===== src/rtl/eth_io_cmd_arbiter_pkg.sv =====
// rtl/eth_io_cmd_arbiter_pkg.sv - shared Ethernet IO types: config, requester IDs, engine command enums
package eth_io_cmd_arbiter_pkg;

    typedef enum int {
        e_bp_default_cfg = 0,
        e_bp_small_cfg   = 1
    } bp_params_e;

    typedef enum logic [0:0] {
        e_eth_io_req_rx = 1'b0,
        e_eth_io_req_tx = 1'b1
    } eth_io_req_e;

    typedef enum logic [1:0] {
        e_eth_rx_cmd_wr_data = 2'd0,
        e_eth_rx_cmd_wr_len  = 2'd1,
        e_eth_rx_cmd_irq     = 2'd2
    } eth_rx_cmd_e;

    typedef enum logic [1:0] {
        e_eth_tx_cmd_rd_data = 2'd0,
        e_eth_tx_cmd_rd_len  = 2'd1,
        e_eth_tx_cmd_done    = 2'd2
    } eth_tx_cmd_e;

    function automatic int cce_mem_msg_width(input bp_params_e cfg);
        return (cfg == e_bp_default_cfg) ? 128 : 64;
    endfunction

endpackage


===== src/rtl/eth_io_cmd_arbiter_tag_fifo.sv =====
// rtl/eth_io_cmd_arbiter_tag_fifo.sv - 1-bit order-preserving tag FIFO, no bypass
module eth_io_tag_fifo #(
    parameter int els_p = 8,
    localparam int ptr_w_lp = (els_p > 1) ? $clog2(els_p) : 1,
    localparam int cnt_w_lp = $clog2(els_p + 1)
) (
    input  logic                clk_i,
    input  logic                reset_i,
    input  logic                data_i,
    input  logic                push_i,
    input  logic                pop_i,
    output logic                data_o,
    output logic                full_o,
    output logic                empty_o,
    output logic [cnt_w_lp-1:0] count_o
);

    logic [els_p-1:0]    mem;
    logic [ptr_w_lp-1:0] rd_ptr, wr_ptr;
    logic [cnt_w_lp-1:0] count;

    // Pointers wrap at els_p, which need not be a power of two
    function automatic logic [ptr_w_lp-1:0] bump(input logic [ptr_w_lp-1:0] p);
        return (p == ptr_w_lp'(els_p - 1)) ? '0 : p + 1'b1;
    endfunction

    always_ff @(posedge clk_i) begin
        if (push_i) mem[wr_ptr] <= data_i;
    end

    always_ff @(posedge clk_i or posedge reset_i) begin
        if (reset_i) begin
            rd_ptr <= '0;
            wr_ptr <= '0;
            count  <= '0;
        end else begin
            if (push_i) wr_ptr <= bump(wr_ptr);
            if (pop_i)  rd_ptr <= bump(rd_ptr);
            case ({push_i, pop_i})
                2'b10:   count <= count + 1'b1;
                2'b01:   count <= count - 1'b1;
                default: count <= count;
            endcase
        end
    end

    assign data_o  = mem[rd_ptr];
    assign full_o  = (count == cnt_w_lp'(els_p));
    assign empty_o = (count == '0);
    assign count_o = count;

endmodule


===== src/rtl/eth_io_cmd_arbiter.sv =====
// rtl/eth_io_cmd_arbiter.sv - round-robin RX/TX share of the IO command channel with tagged response return
module eth_io_cmd_arbiter
    import eth_io_cmd_arbiter_pkg::*;
#(
    parameter bp_params_e bp_params_p = e_bp_default_cfg,
    parameter int els_p = 8,
    localparam int cce_mem_msg_width_lp = cce_mem_msg_width(bp_params_p),
    localparam int cnt_w_lp = $clog2(els_p + 1)
) (
    input  logic                            clk_i,
    input  logic                            reset_i,
    input  logic [cce_mem_msg_width_lp-1:0] rx_cmd_i,
    input  logic                            rx_cmd_v_i,
    output logic                            rx_cmd_yumi_o,
    input  logic [cce_mem_msg_width_lp-1:0] tx_cmd_i,
    input  logic                            tx_cmd_v_i,
    output logic                            tx_cmd_yumi_o,
    output logic [cce_mem_msg_width_lp-1:0] rx_resp_o,
    output logic                            rx_resp_v_o,
    input  logic                            rx_resp_ready_i,
    output logic [cce_mem_msg_width_lp-1:0] tx_resp_o,
    output logic                            tx_resp_v_o,
    input  logic                            tx_resp_ready_i,
    output logic [cce_mem_msg_width_lp-1:0] io_cmd_o,
    output logic                            io_cmd_v_o,
    input  logic                            io_cmd_yumi_i,
    input  logic [cce_mem_msg_width_lp-1:0] io_resp_i,
    input  logic                            io_resp_v_i,
    output logic                            io_resp_ready_o,
    output logic [cnt_w_lp-1:0]             outstanding_o
);

    eth_io_req_e last_grant_r, grant;
    logic        full, empty, head_tx, push, pop;
    logic        rx_elig, tx_elig;

    assign rx_elig = rx_cmd_v_i & ~full & ~reset_i;
    assign tx_elig = tx_cmd_v_i & ~full & ~reset_i;

    always_comb begin
        grant = e_eth_io_req_rx;
        if (rx_elig && tx_elig)
            grant = (last_grant_r == e_eth_io_req_tx) ? e_eth_io_req_rx : e_eth_io_req_tx;
        else if (tx_elig)
            grant = e_eth_io_req_tx;
    end

    assign io_cmd_v_o    = rx_elig | tx_elig;
    assign io_cmd_o      = (grant == e_eth_io_req_tx) ? tx_cmd_i : rx_cmd_i;
    assign push          = io_cmd_v_o & io_cmd_yumi_i;
    assign rx_cmd_yumi_o = push & (grant == e_eth_io_req_rx);
    assign tx_cmd_yumi_o = push & (grant == e_eth_io_req_tx);

    always_ff @(posedge clk_i or posedge reset_i) begin
        if (reset_i)   last_grant_r <= e_eth_io_req_tx;
        else if (push) last_grant_r <= grant;
    end

    // The FIFO head names the requester owed the oldest outstanding response
    assign io_resp_ready_o = ~reset_i & ~empty & (head_tx ? tx_resp_ready_i : rx_resp_ready_i);
    assign rx_resp_v_o     = ~reset_i & io_resp_v_i & ~empty & ~head_tx;
    assign tx_resp_v_o     = ~reset_i & io_resp_v_i & ~empty &  head_tx;
    assign rx_resp_o       = io_resp_i;
    assign tx_resp_o       = io_resp_i;
    assign pop             = io_resp_v_i & io_resp_ready_o;

    eth_io_tag_fifo #(.els_p(els_p)) tag_fifo (
        .clk_i   (clk_i),
        .reset_i (reset_i),
        .data_i  (grant == e_eth_io_req_tx),
        .push_i  (push),
        .pop_i   (pop),
        .data_o  (head_tx),
        .full_o  (full),
        .empty_o (empty),
        .count_o (outstanding_o)
    );

    a_yumi_needs_valid: assert property (@(posedge clk_i) disable iff (reset_i)
        io_cmd_yumi_i |-> io_cmd_v_o);
    a_resp_needs_tag: assert property (@(posedge clk_i) disable iff (reset_i)
        io_resp_v_i |-> !empty);

endmodule


===== config.mk =====
export PLATFORM = sky130hd
export DESIGN_NAME = eth_io_cmd_arbiter
export DESIGN_NICKNAME = d
export VERILOG_FILES = /design/src/rtl/eth_io_cmd_arbiter_pkg.sv /design/src/rtl/eth_io_cmd_arbiter_tag_fifo.sv /design/src/rtl/eth_io_cmd_arbiter.sv
export SDC_FILE = /design/constraint.sdc
export NUM_CORES = 1
export LEC_CHECK = 0
export CAP_MARGIN = 20
export CORE_AREA = 2 2 308 310
export CTS_CLUSTER_DIAMETER = 120
export DETAILED_ROUTE_END_ITERATION = 10
export DIE_AREA = 0 0 310 312
export GPL_ROUTABILITY_DRIVEN = 0
export MAX_ROUTING_LAYER = met4
export SLEW_MARGIN = 30
export SYNTH_ARGS = -nofsm -noshare
export SYNTH_HDL_FRONTEND = slang
export SYNTH_HIERARCHICAL = 1
export SYNTH_SLANG_ARGS = --single-unit
export TNS_END_PERCENT = 30

===== constraint.sdc =====
create_clock -name clk_i -period 5.8 [get_ports clk_i]
set_clock_uncertainty 0.05 [all_clocks]
set_input_delay 1.16 -clock clk_i [delete_from_list [all_inputs] [get_ports clk_i]]
set_output_delay 1.16 -clock clk_i [all_outputs]
set_load 0.02 [all_outputs]

==> key figures, run 1 <==
Logic synthesis
  • Yosys cell types: 31
  • Syn Area/Cell: just over 10 um2
  • Main synth FF type: dfrtp_1
  • Post-synthesis register bit count: 19
  • Async SR Flop Fraction: 57.9%
  • Sequential area share after synthesis: between 10 and 15%
  • Yosys warnings: 6
  • Synth Cell Area: 4980 um2
  • Syn Inst Count: 485
  • Syn_nets: just under 900
  • EDFF count, synth: 8

Setup path
  • Most common cell on crit path: clkdlybuf4s50_1
  • Crit-path max cell delay: 560 ps
  • CP Capture Type: primary output
  • Worst setup startpoint: tx_cmd_v_i
  • CP arrival: 3820 ps
  • Reg2Reg Depth: 12
  • Crit path kind: in2out
  • Worst-path cell chain: clkdlybuf4s50_1 > a21bo_1 > or3_4 > buf_12 > mux2_4 > clkdlybuf4s50_1
  • Startpoint types: input port
  • Worst-path maximum fanout: 34
  • Worst path slowest cell: or3_4
  • RR Startpoint: tag_fifo/rd_ptr[0]
  • WP data required: roughly 4600 ps

Clocking
  • CTS sink cnt: 19
  • CTS Buffer Depth: 2
  • CTS Root Cell: clkbuf_16
  • CTS Hold Buffers Added: 0
  • CTS buffer count: 3
  • Setup Fix Bufs, Post-CTS: 0
  • Htree depth: 1
  • Worst-Skew Late Latency: 250 ps
  • Post-cts repair resize count: 0
  • CTS tree: built
  • Clock transition at path regs: 50 ps

Timing
  • Hold slack: between 400 and 500 ps
  • Final setup violation count: 0
  • Fmax: 199 MHz
  • Period minus WS final: just over 5000 ps
  • Slew headroom: 41.0%
  • Setup TNS Final: 0 ps
  • Slew Viols, Final: 0
  • RSZ-0062 raised after global routing: no
  • Fin crit share: approximately 87%
  • Slew @ Worst Pin: 873 ps
  • Fin. Hold Viols: 0

Layout
  • Area growth syn-to-layout: 74.0%
  • NumNets Final: 1029
  • Layout cells sized above 1: 25.3%
  • Final Instance Count excl. Fillers: 1896
  • Final instance area: 8670 um2

Placement
  • Placed Cells: 1879
  • DP HPWL: 34000 um
  • Input/output buffers: ~400
  • Area after DPL: 8560 um2

Die
  • Area of the die: just under 100000 um2
  • Initial Utilization: 5.36%
  • Std cell rows: approximately 110
  • Core box area: between 90000 and 100000 um2
  • Top Ports: just under 800
  • DIE HEIGHT: approximately 310 um
  • Die Width: 310 um

Pwr
  • Combinational share of power: 73.5%
  • Clock share of power: under 10%
  • Worst VDD drop: 0.133 mV
  • Power per Cell Area: 170 nW/um2
  • Switching Power: approximately 0.00057 W
  • Sw frac: approximately 39%
  • Leak Pwr: 3.18 nW
  • Internal: roughly 0.0009 W
  • Flop pwr share: 16.9%

Global route
  • Tot GR Track Use: 7.11%
  • Gr ovfl total: 0
  • Vias in the first global route: 4214
  • Largest net degree at the start of global routing: 35
  • Global-route wire length before repair: 42500 um
  • Initial antenna violation count: 24

Job
  • MaxCap Viol Count: 0

Detailed routing
  • DRC: 0
  • Routed wire length: 36500 um
  • Drt pass-1 iters: 4
  • Per-cell routed wire length: 19.2 um
  • Vias per cell: 2.13
  • 1st-iter DRT viols: around 110
  • Antenna Nets Post-Route: 0
  • Via count: 4038

Run status
  • Outcome: completed

Worst hold path
  • Hold depth: 1
  • HP Class: reg2reg
  • Hold Crit Start: tag_fifo/count_o[3]
## placed cells by master (no fill, tap or decap), drive strengths merged, types with 5 or more instances in the layout
master and n:
clkdlybuf4s50 395, diode 13, nor2 11, ha 7, buf 16, dfrtp 10, nor3 5, edfxtp 8
mux2 136, inv 5
## flip-flops by register name (all words and copies together), names as in the netlist
name,count
tag_fifo/wr_ptr,3
tag_fifo/count_o,4
tag_fifo/rd_ptr,3
last_grant_r,1
tag_fifo/mem,8
## area by class of cell
type	instances	area (um2)
fill	10900	84400
timing repair buffer	411	4090
multi-input combinational	190	2370
tap	1254	1570
sequential	19	517
clock buffer	4	78.8
antenna	13	32.5
inverter	5	18.8
## cell usage after synthesis, types with 2 or more instances
cell      number  area share [%]
a21oi_1        3            0.30
and4bb_2       2            0.50
buf_4        256              39
buf_6         13             2.9
dfrtp_1       10             5.0
edfxtp_1       8             4.8
ha_1           7             1.8
inv_1          5            0.38
mux2_2        27             6.1
mux2_4       109              33
mux2i_1        2            0.40
mux4_1         2             1.1
nand2_1        2            0.15
nand2b_1       3            0.38
nor2_1        11            0.83
nor3_1         5            0.50
nor4b_1        2            0.35
o21ai_0        2            0.20
xor2_1         4            0.70
## cells by family (layout without fill, tap and decap cells)
family / Yosys count / count (layout) / synth area share (%)
buffers and inverters: 276 / 420 / 42.1
other: 0 / 13 / 0
adder cells (fa/ha/maj): 7 / 7 / 1.76
XOR/XNOR: 5 / 5 / 0.879
flip-flops: 19 / 19 / 10.4
multiplexers: 140 / 140 / 40.4
AND/OR/NAND/NOR: 31 / 31 / 3.69
AO/OA/AOI/OAI: 7 / 7 / 0.829
## per-stage QoR
step	power, W	util (%)	setup slack (ps)
6_report	0.00147	9.32	774
5_1_grt	0.00157	9.32	703
3_3_place_gp	0.00135	9.20	784
3_5_place_dp	0.00136	9.20	765
4_1_cts	0.00150	9.28	764
2_1_floorplan	0.00108	-	2260
## power by group through the flow
stage	sequential (W)	combinational [W]	clock [W]
after CTS	0.000251	0.00111	0.000148
after global placement	0.000250	0.00110	0
final	0.000249	0.00108	0.000142
after floorplan	0.000248	0.000827	0
after detailed placement	0.000253	0.00110	0
after global routing	0.000260	0.00116	0.000153
## routing by layer
| layer | vias to the layer above | wire length, um | GRT usage [%] |
|---|---|---|---|
| met5 | - | 0 | - |
| met4 | 0 | 262 | 0.637 |
| met3 | 16 | 9230 | 7.50 |
| met2 | 604 | 12800 | 8.86 |
| met1 | 1733 | 14100 | 7.87 |
| li1 | 1685 | - | - |
## critical path, delay by kind of cell
family | cells | cell delay (ps)
AOI/OAI and AO/OA | 1 | 230
buffers and inverters | 3 | 1400
and+or+nand+nor | 1 | 560
muxes | 1 | 350
## path summary, 6_finish.rpt
path / slack, ps / to
max: 770 / io_cmd_o[89]
min: 480 / tag_fifo/count_o[3]
min reg2reg: 480 / tag_fifo/count_o[3]
max reg2reg: 2510 / tag_fifo/count_o[2]
max in group asynchronous: 4040 / tag_fifo/rd_ptr[0]
min in group asynchronous: 1370 / last_grant_r
Power figures use the tool's default switching activity.
==> inputs of run 2 (changes only) <==
--- a/config.mk
+++ b/config.mk
@@ -17,4 +17,3 @@
 export SYNTH_HDL_FRONTEND = slang
 export SYNTH_HIERARCHICAL = 1
 export SYNTH_SLANG_ARGS = --single-unit
-export TNS_END_PERCENT = 30
==> results of run 2 <==
No change in the layout: final DEF, timing and power equal those of run 1.
==> inputs of run 3 (changes only) <==
==> constraint.sdc (replaced) <==
create_clock -name clk_i -period 4.5 [get_ports clk_i]
set_clock_uncertainty 0.05 [all_clocks]
set_input_delay 0.9 -clock clk_i [delete_from_list [all_inputs] [get_ports clk_i]]
set_output_delay 0.9 -clock clk_i [all_outputs]
set_load 0.02 [all_outputs]
==> run 3 against run 2 <==
  * Cell area up 1.3%
  * Utilization up 0.12 points
  * Critical path depth stayed put
  * Final cell count increased by 0.32%
  * Sequential power grew 29%
  * Critical endpoint is now io_cmd_o[71]
==> key figures, run 3 (synthesized netlist as in run 1, its figures left out) <==
Worst hold path
  • Hold depth: 1
  • HP Class: reg2reg
  • Worst Hold Path EP: tag_fifo/count_o[3]
  • Hold Crit Start: tag_fifo/count_o[3]

Layout
  • Largest register FFs: 8
  • Storage cell area: roughly 520 um2
  • Area occupied by multi-input gates: 2370 um2
  • Final instance area: 8780 um2
  • Top reg by flops: tag_fifo/mem
  • Most frequent cells in the layout: clkdlybuf4s50_1, mux2_4, mux2_2
  • FILL cells: 10900
  • Commonest non-fill, non-tap cell in the layout: clkdlybuf4s50_1
  • Area growth syn-to-layout: 76.3%
  • Layout cells sized above 1: 26.5%
  • NumNets Final: between 1000 and 1500

Placement
  • Dpl ws: around 100 ps
  • Input/output buffers: 401
  • DP HPWL: 34100 um
  • Area after DPL: 8670 um2

Run status
  • Outcome: completed

Detailed routing
  • Vias per cell: 2.16
  • DRC: 0
  • Antenna Nets Post-Route: 0
  • Via count: 4102
  • 1st-iter DRT viols: 91
  • Drt pass-1 iters: 4
  • Routed wire length: between 30000 and 40000 um
  • Per-cell routed wire length: 19.3 um

Timing
  • Fin crit share: 96.7%
  • Hold slack: ~470 ps
  • Slew Viols, Final: 0
  • Period minus WS final: roughly 4400 ps
  • Fin. Hold Viols: 0
  • RSZ-0062 raised after global routing: no
  • Setup TNS Final: 0 ps
  • Slew @ Worst Pin: 662 ps
  • Slew headroom: 55.5%
  • Fmax: 230 MHz
  • Final setup violation count: 0
  • Final worst slack: 147 ps

Clocking
  • Worst-Skew Late Latency: roughly 250 ps
  • CTS sink cnt: 19
  • Setup Fix Bufs, Post-CTS: 0
  • CTS buffer count: 3
  • CTS tree: built
  • CTS Hold Buffers Added: 0
  • Clock transition at path regs: 50 ps
  • Htree depth: 1
  • Post-cts repair resize count: 0
  • CTS Buffer Depth: 2
  • CTS Root Cell: clkbuf_16

Setup path
  • CP Capture Type: primary output
  • Startpoint types: input port
  • CP arrival: 3400 ps
  • Worst-path cell chain: clkdlybuf4s50_1 > a21bo_1 > or3_4 > buf_12 > mux2_4 > clkdlybuf4s50_1
  • Internal reg-to-reg setup slack: 1200 ps
  • Reg-to-reg endpoint: tag_fifo/count_o[2]
  • Reg2Reg Depth: 12
  • Most common cell on crit path: clkdlybuf4s50_1
  • Crit-path max cell delay: around 550 ps
  • Crit path kind: in2out
  • Worst-path maximum fanout: 40
  • RR Startpoint: tag_fifo/rd_ptr[0]
  • WP data required: 3550 ps
  • Worst path slowest cell: or3_4

Global route
  • GR Util met1: under 10%
  • Tot GR Track Use: 7.17%
  • Initial antenna violation count: 23
  • GR Util met3: 7.36%
  • Global-route wire length before repair: 42800 um
  • Gr ovfl total: 0
  • Met2 Use GR: around 8.7%
  • Largest net degree at the start of global routing: 41
  • Vias in the first global route: around 4100
  • Most Crowded Layer GR: met2

Die
  • Top Ports: 786
  • Area of the die: 96700 um2
  • DIE HEIGHT: 312 um
  • Std cell rows: roughly 110
  • Die Width: 310 um
  • Core box area: 93000 um2
  • Initial Utilization: 5.36%

Job
  • MaxCap Viol Count: 0

Pwr
  • Worst VDD drop: 0.139 mV
  • Power per Cell Area: 218 nW/um2
  • Leak Pwr: 3.24 nW
  • Total power draw: 0.00191 W
[run 3: how the worst max path moves through the flow]
stage                     slack, ps  cells after the start                   to               start
after floorplan                1200                     12  tag_fifo/count_o[2]  tag_fifo/rd_ptr[0]
final                           150                      6         io_cmd_o[71]          rx_cmd_v_i
after detailed placement        100                      6         io_cmd_o[71]          rx_cmd_v_i
after global placement          120                      6         io_cmd_o[71]          tx_cmd_v_i
after CTS                       100                      6         io_cmd_o[71]          rx_cmd_v_i
after global routing             60                      6         io_cmd_o[71]          rx_cmd_v_i
[run 3: critical path, delay by kind of cell]
kind            cells  cell delay (ps)
simple gates        1              550
buf+inv             3             1320
mux                 1              320
compound gates      1              220
[run 3: per-layer routing]
| layer | vias to the layer above | wire length, um |
|---|---|---|
| met3 | 15 | 8630 |
| met5 | - | 0 |
| met4 | 0 | 419 |
| li1 | 1694 | - |
| met1 | 1762 | 14900 |
| met2 | 631 | 12800 |
[run 3: final cells by class]
type	count	area share, %
timing repair buffer	417	47.8
tap	1254	17.9
clock buffer	4	0.897
sequential	19	5.88
inverter	5	0.214
antenna	13	0.370
multi-input combinational	190	27.0
[run 3: power breakdown]
| part | leakage, nW | internal [W] | switching [W] | total, W |
|---|---|---|---|---|
| registers | 0.203 | 0.000241 | 0.0000782 | 0.000320 |
| clock network | 0.0382 | 0.000120 | 0.0000592 | 0.000180 |
| logic | 3.00 | 0.000822 | 0.000590 | 0.00141 |
[run 3: through the flow]
step / std cells / utilization [%]
after floorplan: 485 / -
final: 1902 / 9.44
after global routing: 1901 / 9.44
after detailed placement: 1885 / 9.32
after global placement: 1885 / 9.32
after CTS: 1889 / 9.41
